File: config.mk
export PLATFORM = sky130hd
export DESIGN_NAME = serial_logic_unit
export DESIGN_NICKNAME = d
export VERILOG_FILES = /design/src/rtl/serial_logic_unit.sv
export SDC_FILE = /design/constraint.sdc
export NUM_CORES = 1
export LEC_CHECK = 0
export CAP_MARGIN = 20
export CORE_ASPECT_RATIO = 0.7
export CORE_MARGIN = 5
export CORE_UTILIZATION = 50
export DETAILED_ROUTE_END_ITERATION = 8
export HOLD_SLACK_MARGIN = 0.02
export PLACE_DENSITY = 0.77
export SKIP_CTS_REPAIR_TIMING = 1
export SLEW_MARGIN = 20
export SYNTH_ARGS = -nofsm -noshare
export SYNTH_HDL_FRONTEND = slang
export SYNTH_SLANG_ARGS = --single-unit
export TNS_END_PERCENT = 5
File: constraint.sdc
create_clock -name clk -period 1.9 [get_ports clk]
set_input_delay 0.475 -clock clk [delete_from_list [all_inputs] [get_ports clk]]
set_output_delay 0.475 -clock clk [all_outputs]
set_load 0.02 [all_outputs]
File: src/rtl/serial_logic_unit.sv
// Bit-serial bitwise logic unit: latches two operands on start, evaluates
// AND/OR/XOR/NAND one bit per clock LSB-first, then publishes the packed
// result with a one-cycle done pulse and a zero flag.
module serial_logic_unit #(
    parameter int size = 8
) (
    input  logic            clk,
    input  logic            rst,
    input  logic            start,
    input  logic [1:0]      op,
    input  logic [size-1:0] a,
    input  logic [size-1:0] b,
    output logic            busy,
    output logic            done,
    output logic [size-1:0] result,
    output logic            zero
);

    localparam int CW = (size > 1) ? $clog2(size) : 1;
    localparam logic [CW-1:0] LAST = CW'(size - 1);

    typedef enum logic [1:0] {
        S_IDLE,
        S_RUN,
        S_DONE
    } state_t;

    state_t          state_q;
    logic [size-1:0] sa_q, sb_q, acc_q, acc_d, result_q;
    logic [1:0]      op_q;
    logic [CW-1:0]   cnt_q;
    logic            busy_q, done_q, zero_q;
    logic            bit_d;

    // Single gate slice: one result bit from the low bits of the operand shifters
    always_comb begin
        bit_d = 1'b0;
        case (op_q)
            2'b00: bit_d = sa_q[0] & sb_q[0];
            2'b01: bit_d = sa_q[0] | sb_q[0];
            2'b10: bit_d = sa_q[0] ^ sb_q[0];
            2'b11: bit_d = ~(sa_q[0] & sb_q[0]);
            default: bit_d = 1'b0;
        endcase
    end

    // Accumulator shifts right so the first (LSB) bit ends up in bit 0
    always_comb begin
        acc_d           = acc_q >> 1;
        acc_d[size-1]   = bit_d;
    end

    // Control FSM with registered outputs; result/zero only move at completion
    always_ff @(posedge clk) begin
        if (rst) begin
            state_q  <= S_IDLE;
            sa_q     <= '0;
            sb_q     <= '0;
            acc_q    <= '0;
            op_q     <= 2'b00;
            cnt_q    <= '0;
            busy_q   <= 1'b0;
            done_q   <= 1'b0;
            result_q <= '0;
            zero_q   <= 1'b1;
        end else begin
            case (state_q)
                S_IDLE: begin
                    if (start) begin
                        sa_q    <= a;
                        sb_q    <= b;
                        op_q    <= op;
                        acc_q   <= '0;
                        cnt_q   <= '0;
                        busy_q  <= 1'b1;
                        state_q <= S_RUN;
                    end
                end
                S_RUN: begin
                    sa_q  <= sa_q >> 1;
                    sb_q  <= sb_q >> 1;
                    acc_q <= acc_d;
                    if (cnt_q == LAST) begin
                        // Counter stops at size-1, so it never needs to wrap
                        result_q <= acc_d;
                        zero_q   <= (acc_d == '0);
                        done_q   <= 1'b1;
                        state_q  <= S_DONE;
                    end else begin
                        cnt_q <= cnt_q + CW'(1);
                    end
                end
                S_DONE: begin
                    done_q  <= 1'b0;
                    busy_q  <= 1'b0;
                    state_q <= S_IDLE;
                end
                default: state_q <= S_IDLE;
            endcase
        end
    end

    assign busy   = busy_q;
    assign done   = done_q;
    assign result = result_q;
    assign zero   = zero_q;

endmodule

Word-level counts from Yosys, hierarchy flattened
Index checks and enable logic that the tools add are counted.

Add/subtract/negate cells: 1. Equality and inequality tests: 9. Mux-type cells: 17. Bitwise gates (word level): 4. Reductions and logical operators: 13.

Operators by type and width (number): $pmux W8 S2 (3); $mux W8 (3); $reduce_and A2 Y1 (6); $logic_not A8 Y1 (1); $eq A2 B2 Y1 const B (3); $mux W3 (2); $ne A2 B2 Y1 const B (3); $pmux W3 S2 (1); $reduce_bool A2 Y1 (3); $eq A2 B1 Y1 const B (2); $logic_not A2 Y1 (2); $mux W2 (2); $pmux W1 S2 (2); $pmux W1 S4 (1); $pmux W2 S2 (1); $add A3 B1 Y3 const B (1); $eq A3 B3 Y1 const B (1); $reduce_and A3 Y1 (1); $mux W1 (2); $and A1 B1 Y1 (1); $not A1 Y1 (1); $or A1 B1 Y1 (1); $xor A1 B1 Y1 (1).

Register bits: 42. Output and inout port bits: 11. Word-level logic and storage cells: 54.

Logic depth before layout (Yosys ltp)
Depth in word-level cells: 4. Depth in mapped cells: 6. Mapped depth without buffers: 6.

Worst setup path after synthesis
Ideal clock, no wire load.

Kind: register to register. Start point: reg cnt_q[0]. End point: reg cnt_q[0]. Library setup time: 128 ps. Arrival: 1318 ps. Slack: 454 ps. Stages on the path, launching flop included: 7. Path buffers: 0. Period minus slack after synthesis: 1446 ps. Path through: dfxtp_1 ha_1 ha_1 nor3b_1 nor2_1 a21oi_1 nor2_1.

Cells in the longest elaborated chain, start to end: 3. Elaborated cells between the ends (all ways): 6. Those cells by class: add/sub (1); eq/ne (2); mux (2); reduce/logical (1).

RTL lines: from (decl) (line 31) `logic [CW-1:0] cnt_q;`; from (signal assigned) (line 90) `cnt_q <= cnt_q + CW'(1);`; $add A3 B1 Y3 or $eq A3 B3 Y1 (tied branches) (line 90, 83); $mux W3 or $ne A2 B2 Y1 (tied branches); $pmux W3 S2 or $reduce_and A3 Y1 (tied branches).

Several ways; a longest one is shown, not always the timed one. The select of a mux whose other input is x is not followed. A chain may end at the register's enable or synchronous reset.

Final worst setup path
Start point: reg done_q, in the netlist done. End point: out done.

RTL lines: from (decl) (line 32) `logic busy_q, done_q, zero_q;`; from (signal assigned) (line 63) `done_q <= 1'b0;`; from (signal assigned) (line 87) `done_q <= 1'b1;`; from (signal assigned) (line 94) `done_q <= 1'b0;`; to (decl) (line 14) `output logic done,`.

No word-level cell between the ends.

==> flow_metrics.tcl <==
set metrics [dict create \
    gp_congestion 0.7720 \
    final-setup-viol-count 0 \
    crit_fanout 3 \
    antenna_found_initial 0 \
    total_leakage_power_nw 0.8069 \
    cellPowerDensity_nw_per_um2 794.1 \
    end_kind "primary output" \
    synthTopCellsByArea "dfxtp_1 49%, nand2_1 12%, a311oi_1 7.3%" \
    die-area_um2 4636 \
    worstMarginPinSlew_ns 0.3485 \
    die_y_um 58.49 \
    slew_violations 0 \
    critical_path_depth 1 \
    finalCritPeriodShare_pct 90.97 \
    grt_pass1_wl_mm 5.968 \
    synth.most_common_cell "nand2_1" \
    drc 0 \
    multiInputGateArea_um2 777.0 \
    grt_max_degree 30 \
    routed_wirelength_mm 3.454 \
    die_x_um 79.27 \
    vias_per_cell 5.260 \
    cp_top_family "buffers and inverters" \
    grt_overflow 0 \
    grt_pass1_vias 1324 \
    dp_cells 269 \
    fin_tns_setup_ns 0 \
    core_area_um2 3191 \
    peakVddDrop_mv 0.4971 \
    row_count 17 \
    critPathSlowestCell "clkdlybuf4s50_1" \
    cts_sinks 41 \
    hpwl_mm 2.440 \
    drtIter0Drc 80 \
    rsz0062_at_grt "no" \
    hold_violations 0 \
    fin_skew_ns 0.003153 \
    h-tree-depth 2 \
    slew_headroom_pct 76.77 \
    startpoint_type "flop" \
    grtUsageTotal_pct 16.38 \
    crit_type "flop to primary output" \
    initial_core_util_pct 52.63 \
    fillers 274 \
    numCtsBuffers 5 \
    antenna_left 0 \
    fmax_mhz 578.6 \
    areaGrowthSynthToFinish_pct 26.60 \
    routedWlPerCell_um 12.47 \
    syn_inst 206 \
    hold_depth 2 \
    cp_cell_sequence "clkdlybuf4s50_1" \
    critical-path-max-stage-delay_ns 0.61 \
    synth.distinct_cells 27 \
    drv_cap 0 \
    cts_tree "done" \
    cp.required_ns 1.42 \
    ys_seq_elements 41 \
    status "completed" \
    yosys_warnings 0 \
    synth_sequential_area_ratio_pct 48.88 \
    clkTransAtPathRegs_ns 0.07 \
    final_nets 263 \
    ys.flop_type "dfxtp_1" \
    worst_ep_arrival_time_ns 1.25 \
    syn_area_per_cell_um2 8.151 \
    vias 1457 \
    insertion_delay_ns 0.29 \
    hp-class "flop to flop" \
    worst-r2r-cell-count 6 \
    seq_area_um2 820.8 \
    synth_edf_count 0 \
    drive_gt1_share_pct 7.950 \
    final_cell_count_no_fill 277 \
    min_period_ns 1.728 \
    synth_area_um2 1679 \
    syn_nets 231 \
    ios 32 \
    io_buffers 31 \
    synth_top_area_share_pct 48.88 \
    synthArstFlopShare_pct 0 \
    synth_common_cells "52 x nand2_1, 41 x dfxtp_1, 28 x nor2_1" \
    root_buffer "clkbuf_8" \
    first_pass_iters 4 \
    antennaDiodeCount 0 \
    yosysTopAreaCell "dfxtp_1" \
    cp.buffers_inverters 1 \
    cts_buffer_depth 2 \
]
[where the power goes]
group / internal (mW) / switching, mW / leakage [nW]
logic: 0.107 / 0.110 / 0.427
registers: 0.899 / 0.0266 / 0.335
clock network: 0.255 / 0.290 / 0.0450
[final cells by class]
cell class / count / area share [%]
inverter: 4 / 0.7063
timing repair buffer: 39 / 18.01
multi-input combinational: 147 / 36.55
clock inverter: 2 / 0.4709
tap: 38 / 2.237
sequential: 41 / 38.61
clock buffer: 6 / 3.414
[logic make-up after synthesis]
| kind of cell | Yosys count | synth area share, % |
|---|---|---|
| muxes | 1 | 0.5961 |
| and+or+nand+nor | 98 | 24.81 |
| adders and majority gates | 4 | 2.981 |
| AOI/OAI and AO/OA | 44 | 17.88 |
| DFF | 41 | 48.88 |
| buffers and inverters | 18 | 4.844 |
[per-stage QoR]
step	util [%]	power, mW	hold WS, ns	setup slack, ns	instance area [um^2]
after floorplan	-	1.072	0.4453	0.4539	1679
after global placement	64.04	1.159	0.4474	0.09076	2043
after detailed placement	64.04	1.164	0.4512	0.04597	2043
after CTS	66.63	1.704	0.4620	0.1569	2126
after global routing	66.63	1.776	0.4812	0.1193	2126
final	66.63	1.688	0.4612	0.1716	2126
[flip-flops by register name, indices dropped and copies added (netlist names)]
| name | cells |
|---|---|
| busy | 1 |
| result | 8 |
| zero | 1 |
| sa_q | 8 |
| op_q | 2 |
| state_q | 2 |
| sb_q | 8 |
| acc_q | 7 |
| cnt_q | 3 |
| done | 1 |
[routing by layer]
layer	GRT usage (%)	vias up	part of all wire [%]
met4	7.598	0	1.2
met1	23.03	650	52
met2	22.78	31	41
met3	5.199	6	5.3
li1	-	770	-
met5	0	-	0
[worst paths after layout]
kind	slack [ns]	end	start
worst max-delay path	0.17	done	done
worst min-delay path	0.46	result[1]	result[1]
worst max register to register	0.30	cnt_q[0]	cnt_q[0]
worst min register to register	0.46	result[1]	result[1]
[cells in the final DEF (no fill, tap or decap), types with 2 or more instances in the layout]
cell type / netlist / layout
a211oi_1: 3 / 3
a21oi_1: 20 / 20
a22oi_1: 4 / 4
a311oi_1: 14 / 14
buf_4: 1 / 7
clkbuf_8: 0 / 5
clkdlybuf4s50_1: 0 / 31
clkinv_2: 0 / 2
dfxtp_1: 41 / 41
ha_1: 4 / 4
inv_1: 4 / 4
nand2_1: 52 / 52
nand2b_1: 2 / 2
nand3_1: 6 / 6
nor2_1: 28 / 28
nor3b_1: 2 / 2
Power figures use the tool's default switching activity.
